`src/rtl/router_pkg.sv`:
```
// Constants and header helpers shared by router_fifo, router_sync and router_fsm.
package router_pkg;

    localparam int DATA_W  = 8;
    localparam int DEPTH   = 16;

    localparam int LEN_MSB  = 7;
    localparam int LEN_LSB  = 2;
    localparam int ADDR_MSB = 1;
    localparam int ADDR_LSB = 0;
    localparam int LEN_W    = LEN_MSB - LEN_LSB + 1;

    function automatic logic [LEN_W-1:0] hdr_len(input logic [DATA_W-1:0] hdr);
        return hdr[LEN_MSB:LEN_LSB];
    endfunction

endpackage

```
`src/rtl/router_fifo_mem.sv`:
```
// 1W1R register array with no reset; the read port is combinational so the parent
// can register the byte and decode its tag on the same edge.
module router_fifo_mem #(
    parameter int WIDTH  = 9,
    parameter int DEPTH  = 16,
    parameter int ADDR_W = 4
) (
    input  logic              clock,
    input  logic              wr_en,
    input  logic [ADDR_W-1:0] wr_addr,
    input  logic [WIDTH-1:0]  wr_data,
    input  logic [ADDR_W-1:0] rd_addr,
    output logic [WIDTH-1:0]  rd_data
);

    logic [WIDTH-1:0] mem [DEPTH];

    always_ff @(posedge clock) begin
        if (wr_en) begin
            mem[wr_addr] <= wr_data;
        end
    end

    assign rd_data = mem[rd_addr];

endmodule

```
`src/rtl/router_fifo.sv`:
```
// Per-port output FIFO of the 1x3 router: stores {header tag, byte} entries and
// tracks the remaining byte count of the packet currently being read out.
module router_fifo
    import router_pkg::*;
#(
    parameter int DATA_W = router_pkg::DATA_W,
    parameter int DEPTH  = router_pkg::DEPTH,
    parameter int ADDR_W = $clog2(DEPTH)
) (
    input  logic              clock,
    input  logic              resetn,
    input  logic              soft_reset,
    input  logic              write_enb,
    input  logic              lfd_state,
    input  logic [DATA_W-1:0] data_in,
    input  logic              read_enb,
    output logic [DATA_W-1:0] data_out,
    output logic              full,
    output logic              empty,
    output logic              pkt_active
);

    localparam logic [ADDR_W:0] PTR_ONE = 1;

    logic [ADDR_W:0] wr_ptr;
    logic [ADDR_W:0] rd_ptr;
    logic [6:0]      pkt_cnt;
    logic [DATA_W:0] rd_entry;
    logic            wr_ok;
    logic            rd_ok;

    assign empty      = (wr_ptr == rd_ptr);
    assign full       = (wr_ptr[ADDR_W-1:0] == rd_ptr[ADDR_W-1:0]) &&
                        (wr_ptr[ADDR_W] != rd_ptr[ADDR_W]);
    assign pkt_active = (pkt_cnt != 7'd0);

    // Both strobes are qualified by pre-edge status, so a full FIFO drops the write
    // and an empty FIFO ignores the read even when the other side is active.
    assign wr_ok = write_enb && !full && !soft_reset;
    assign rd_ok = read_enb && !empty;

    router_fifo_mem #(
        .WIDTH  (DATA_W + 1),
        .DEPTH  (DEPTH),
        .ADDR_W (ADDR_W)
    ) u_mem (
        .clock   (clock),
        .wr_en   (wr_ok),
        .wr_addr (wr_ptr[ADDR_W-1:0]),
        .wr_data ({lfd_state, data_in}),
        .rd_addr (rd_ptr[ADDR_W-1:0]),
        .rd_data (rd_entry)
    );

    always_ff @(posedge clock or negedge resetn) begin
        if (!resetn) begin
            wr_ptr   <= '0;
            rd_ptr   <= '0;
            pkt_cnt  <= '0;
            data_out <= '0;
        end else if (soft_reset) begin
            wr_ptr   <= '0;
            rd_ptr   <= '0;
            pkt_cnt  <= '0;
            data_out <= '0;
        end else begin
            if (wr_ok) begin
                wr_ptr <= wr_ptr + PTR_ONE;
            end
            if (rd_ok) begin
                rd_ptr   <= rd_ptr + PTR_ONE;
                data_out <= rd_entry[DATA_W-1:0];
                // Header reload counts the payload plus the trailing parity byte.
                if (rd_entry[DATA_W]) begin
                    pkt_cnt <= 7'({1'b0, hdr_len(rd_entry[DATA_W-1:0])}) + 7'd1;
                end else if (pkt_cnt != 7'd0) begin
                    pkt_cnt <= pkt_cnt - 7'd1;
                end
            end
        end
    end

endmodule

```
`config.mk`:
```
export PLATFORM = sky130hd
export DESIGN_NAME = router_fifo
export DESIGN_NICKNAME = d
export VERILOG_FILES = /design/src/rtl/router_pkg.sv /design/src/rtl/router_fifo_mem.sv /design/src/rtl/router_fifo.sv
export SDC_FILE = /design/constraint.sdc
export NUM_CORES = 1
export LEC_CHECK = 0
export ABC_AREA = 1
export ABC_CLOCK_PERIOD_IN_PS = 3400
export BUFFER_PORTS_ARGS = -buffer_cell sky130_fd_sc_hd__buf_2
export CORE_MARGIN = 2
export CORE_UTILIZATION = 55
export CTS_BUF_LIST = sky130_fd_sc_hd__clkbuf_8
export CTS_CLUSTER_SIZE = 12
export DETAILED_ROUTE_END_ITERATION = 8
export PLACE_DENSITY = 0.72
export SYNTH_ARGS = -nofsm -noshare
export SYNTH_HDL_FRONTEND = slang
export SYNTH_SLANG_ARGS = --single-unit
```
`constraint.sdc`:
```
create_clock -name clock -period 3.4 [get_ports clock]
set_clock_uncertainty 0.1 [all_clocks]
set_input_delay 0.51 -clock clock [delete_from_list [all_inputs] [get_ports clock]]
set_output_delay 0.51 -clock clock [all_outputs]
set_load 0.05 [all_outputs]
```
# After elaboration in Yosys (flattened, before gate mapping)
# Memories as Yosys holds them, arrays and structs flattened.
# Cells that the tools add are included.
[op_classes]
n_reduce_logical = 12
muxes = 12
n_addsub = 4
n_eq_ne = 3
[op_table]
columns = ["op", "n"]
rows = [
  ["7-bit two-way mux", 4],
  ["5-bit two-way mux", 4],
  ["8-bit two-way mux", 2],
  ["5-bit by 1-bit adder with 5-bit output (second input constant)", 2],
  ["6-bit by 1-bit adder with 7-bit output (second input constant)", 1],
  ["7-bit nonzero test", 1],
  ["7-bit by 1-bit subtractor with 7-bit output (second input constant)", 1],
  ["5-bit == test", 1],
  ["4-bit == test", 1],
  ["1-bit logical AND", 4],
  ["2-bit nonzero test", 2],
  ["1-bit logical NOT", 3],
  ["3-bit nonzero test", 1],
  ["1-bit two-way mux", 2],
  ["2-bit AND reduction", 1],
  ["1-bit inequality test", 1],
]
[word_totals]
reg_bits = 25
ram_bits = 144
mem_count = 1
wordCells = 36
inputBits = 14
[mem_list]
columns = ["name", "words", "width", "rd", "rd_ports_with_merged_regs", "write_ports", "line", "text"]
rows = [
  ["u_mem.mem", 16, 9, 1, 0, 1, "router_fifo_mem.sv:16", "logic [WIDTH-1:0] mem [DEPTH];"],
]

# Depth between registers and ports, before layout
[logic_depth]
ltp_word = 7
ltp_mapped = 16

# Hierarchy
# A second synthesis with hierarchy kept.
[unflattened]
hier_cells = 829
area_unflattened_um2 = 7871.3
[by_module_without_submodules]
columns = ["module", "cells_per_inst", "instances", "area_per_inst_um2"]
rows = [
  ["router_fifo_mem", 606, 1, 6322.3],
  ["router_fifo", 223, 1, 1549.0],
]

# Worst setup path after synthesis
# No wires, ideal clock.
[synth_path]
kind = "register to register"
start = "reg rd_ptr[0]"
end = "mem u_mem.mem[7][0] (enable)"
setup_ps = 387
synth_period_minus_slack_ps = 2333
required_ps = 2913
stages_incl_launch_ff = 9
setup_slack_ps = 1067
arrival_time_ps = 1846
path_buffers = 1
cell_sequence = "dfrtp_1 > buf_6 > xor2_2 > a21oi_2 > nand3_1 > nand2_2 > nor2_2 > inv_1 > nor3_1"
[synth_between]
elab_chain_cells = 7
[synth_rtl]
columns = ["element", "line", "text"]
rows = [
  ["from (decl)", "router_fifo.sv:26", "logic [ADDR_W:0] rd_ptr;"],
  ["from (signal assigned)", "router_fifo.sv:71", "rd_ptr <= rd_ptr + PTR_ONE;"],
  ["4-bit == test", "router_fifo.sv:33", "assign full = (wr_ptr[ADDR_W-1:0] == rd_ptr[ADDR_W-1:0]) &&"],
  ["1-bit logical AND", "router_fifo.sv:33", ""],
  ["1-bit logical NOT", "router_fifo.sv:39", "assign wr_ok = write_enb && !full && !soft_reset;"],
  ["1-bit logical AND (2 in series)", "router_fifo.sv:39", ""],
  ["1-bit two-way mux", "router_fifo_mem.sv:19", "if (wr_en) begin"],
  ["1-bit two-way mux (not written as such)", "router_fifo_mem.sv:20", "mem[wr_addr] <= wr_data;"],
  ["to (decl)", "router_fifo_mem.sv:16", ""],
]
# No other way between the ends.

# Worst setup path after layout
[layout_path]
start = "reg rd_ptr[3]"
end = "out full"
[layout_between]
elab_chain_cells = 2
[layout_rtl]
columns = ["element", "line", "text"]
rows = [
  ["4-bit == test", "router_fifo.sv:33", ""],
  ["1-bit logical AND", "router_fifo.sv:33", ""],
  ["to (decl)", "router_fifo.sv:18", "output logic full,"],
]
# No other way between the ends.

==> impl_metrics.tcl <==
set metrics [dict create \
    synth_nets 738 \
    cts.sinks 169 \
    reg2reg_from "rd_ptr[3]" \
    maxCapViolations 0 \
    outcome "completed" \
    cts_made_buffers 17 \
    syn_area_per_cell_um2 10.6 \
    start_util 0.556 \
    r2r_setup_slack_ns 0.79 \
    die_x_um 122 \
    synth_compound_area_frac 0.0638 \
    cp.depth 6 \
    crit_buf_inv 3 \
    vdd.ir_drop.worst_v 0.000424 \
    cp_max_fo 13 \
    grt.total_usage 0.243 \
    synth_cells 717 \
    fin_nets 765 \
    top_layer_used "met4" \
    synthXorXnorAreaFrac 0.00902 \
    cp-startpoint "rd_ptr[3]" \
    layout_common_cells "186 x nand2_1, 144 x edfxtp_1, 68 x inv_1, 67 x nor2_1, 62 x nand3_1" \
    drc 0 \
    dp.cells 904 \
    synthArstFlopShare 0.148 \
    crit_path_end "full" \
    path_common_cell "inv_1" \
    cp_slowest_cell "dfrtp_1" \
    antenna_cells 0 \
    synth_top_family_by_area "simple AND/OR/NAND/NOR gates" \
    fin_cells 937 \
    drt-initial-drc-count 543 \
    yosysTopAreaCellShare 0.567 \
    ioPinCount 25 \
    power_density_nw_per_um2 555 \
    max_stage_delay_ns 0.44 \
    finalHoldViolCount 0 \
    antenna_found_initial 0 \
    muxShareOfSynthArea 0 \
    path_delay_family "buffers and inverters" \
    worst_setup_path_end_kind "primary output" \
    cts_root_buf "clkbuf_8" \
    hp-class "input pin to flop" \
    die-area_um2 14800 \
    reg2reg_depth 8 \
    start_kind "flop" \
    core_area_um2 13700 \
    required_ns 2.79 \
    syn_area_um2 7630 \
    cp_data_arrival_time_ns 2.09 \
    leakage_uw 0.00332 \
    htree_levels 4 \
    drive_gt1_frac 0.141 \
    vias_per_cell 5.48 \
    critPathKind "flop to primary output" \
    ys_seq_area_frac 0.649 \
    slew_headroom 0.482 \
    finalCriticalPeriod_ns 2.70 \
    dr_wl_met2_mm 8.15 \
    ctsLongestPathBuffers 2 \
    synth_ff_type "edfxtp_1" \
    post_cts.repair.setup_buffers 0 \
    max_slew.worst_pin.slew_ns 0.774 \
    synth_warnings 0 \
    ant_nets 0 \
    wl_met3_mm 1.40 \
    overflow 0 \
    place_hpwl_mm 11.3 \
    worstSkewPairLatency_ns 0.46 \
    synthTopCellsByArea "edfxtp_1 57%, nand2_1 9.2%, dfrtp_1 8.2%, nand3_1 4.1%, inv_1 3.3%" \
    cts_tree "built" \
    num_vias 5135 \
    rows 43 \
    gp_congestion 0.938 \
    setup_violations 0 \
    dr.pass1.iters 5 \
    reg2reg_to "u_mem.mem[4][8]" \
    yosys.area_share.simple 0.197 \
    synth_edf_count 144 \
    grt_pass1_wl_mm 26.4 \
    grt_pass1_vias 4967 \
    grt_setup_unrepaired "false" \
    synth.distinct_cells 42 \
    final.period_utilization 0.793 \
    ys_ff_latch 169 \
    wl_per_cell_um 18.0 \
    drt_wl_total_mm 16.9 \
    synthAdderAreaFrac 0.0115 \
    post-synth-top-area-cell "edfxtp_1" \
    area_delta_synth_final_pct 7.56 \
    path_clk_slew_ns 0.09 \
    met1_length_mm 6.92 \
    die_h_um 122 \
    portBuffers 24 \
    worstPathCellList "inv_1 > nor2_1 > nor3_2 > nand3_1 > inv_1 > buf_2" \
    grt_max_degree 39 \
    final_common_cell "nand2_1" \
    slew_viol_final 0 \
    clock.fmax_mhz 371 \
    tns_ns 0 \
]
## worst min-delay path by stage
stage	from	endpoint	cells after the start
finish	read_enb	rd_ptr[3]	3
CTS	read_enb	rd_ptr[3]	3
global route	read_enb	rd_ptr[3]	3
floorplan	resetn	data_out[0]	0
global placement	pkt_cnt[6]	pkt_cnt[6]	2
detailed placement	data_out[3]	data_out[3]	2
## layout make-up
class | count | area (µm²)
fill | 1115 | 5510
sequential | 169 | 4950
clock buffer | 17 | 234
multi-input combinational | 441 | 2140
timing repair buffer | 38 | 240
tap | 180 | 225
clock inverter | 15 | 119
inverter | 77 | 294
## power by group
group          switching, µW  internal (µW)  total, µW  leakage, µW
Sequential              39.8           2300       2340      0.00164
Combinational            680            267        947      0.00152
Clock                    749            516       1260     0.000162
Total                   1470           3080       4550      0.00332
## per-stage QoR
stage          worst slack, ns  total power [µW]  utilization  hold slack (ns)  instance area, µm²
2_1_floorplan             1.07              3120            -            0.114                7630
3_3_place_gp             0.953              3300        0.572            0.364                7840
3_5_place_dp             0.853              3320        0.572            0.396                7840
4_1_cts                  0.730              4560        0.598            0.258                8210
5_1_grt                  0.573              4770        0.598            0.279                8210
6_report                 0.703              4550        0.598            0.285                8210
## Yosys cell counts, types with 2 or more instances
library cell,count
dfrtp_1,25
buf_8,3
nand2_1,186
nand3_4,2
a21oi_1,6
o221ai_1,3
inv_2,6
clkbuf_1,3
inv_1,68
inv_4,2
nand2_4,4
buf_6,9
nand3_1,62
xor2_1,3
o21ai_0,40
buf_4,4
ha_1,7
nor2_2,5
o211ai_2,3
a21oi_2,3
nand2_2,6
nor2_1,67
o22ai_1,9
edfxtp_1,144
xnor2_1,3
nand4_1,2
o21ai_1,14
buf_2,10
nor3_1,5
## sequential cells by signal, summed over array words and instances (netlist names)
name       count
u_mem.mem    144
data_out       8
wr_ptr         5
rd_ptr         5
pkt_cnt        7
## per-layer routing
| metal | vias up | global-route usage |
|---|---|---|
| met5 | - | 0 |
| met4 | 0 | 0.0833 |
| met3 | 35 | 0.0618 |
| met2 | 219 | 0.396 |
| met1 | 2431 | 0.321 |
| li1 | 2450 | - |
## tightest hold or removal path, cell delays in order
cell and delay (ns):
buf_2 0.12, nand3_1 0.11, a21oi_1 0.07
## timing repair
item	in CTS	in global routing
endpoints found under the hold margin	25	0
hold buffers	1	0
gates resized for setup	0	0
## cells by family after synthesis
group / Yosys count
flip-flops: 169
AND/OR/NAND/NOR: 344
buffers and inverters: 107
XOR/XNOR: 7
AO/OA/AOI/OAI: 83
adder cells (fa/ha/maj): 7
Power figures use the tool's default switching activity.
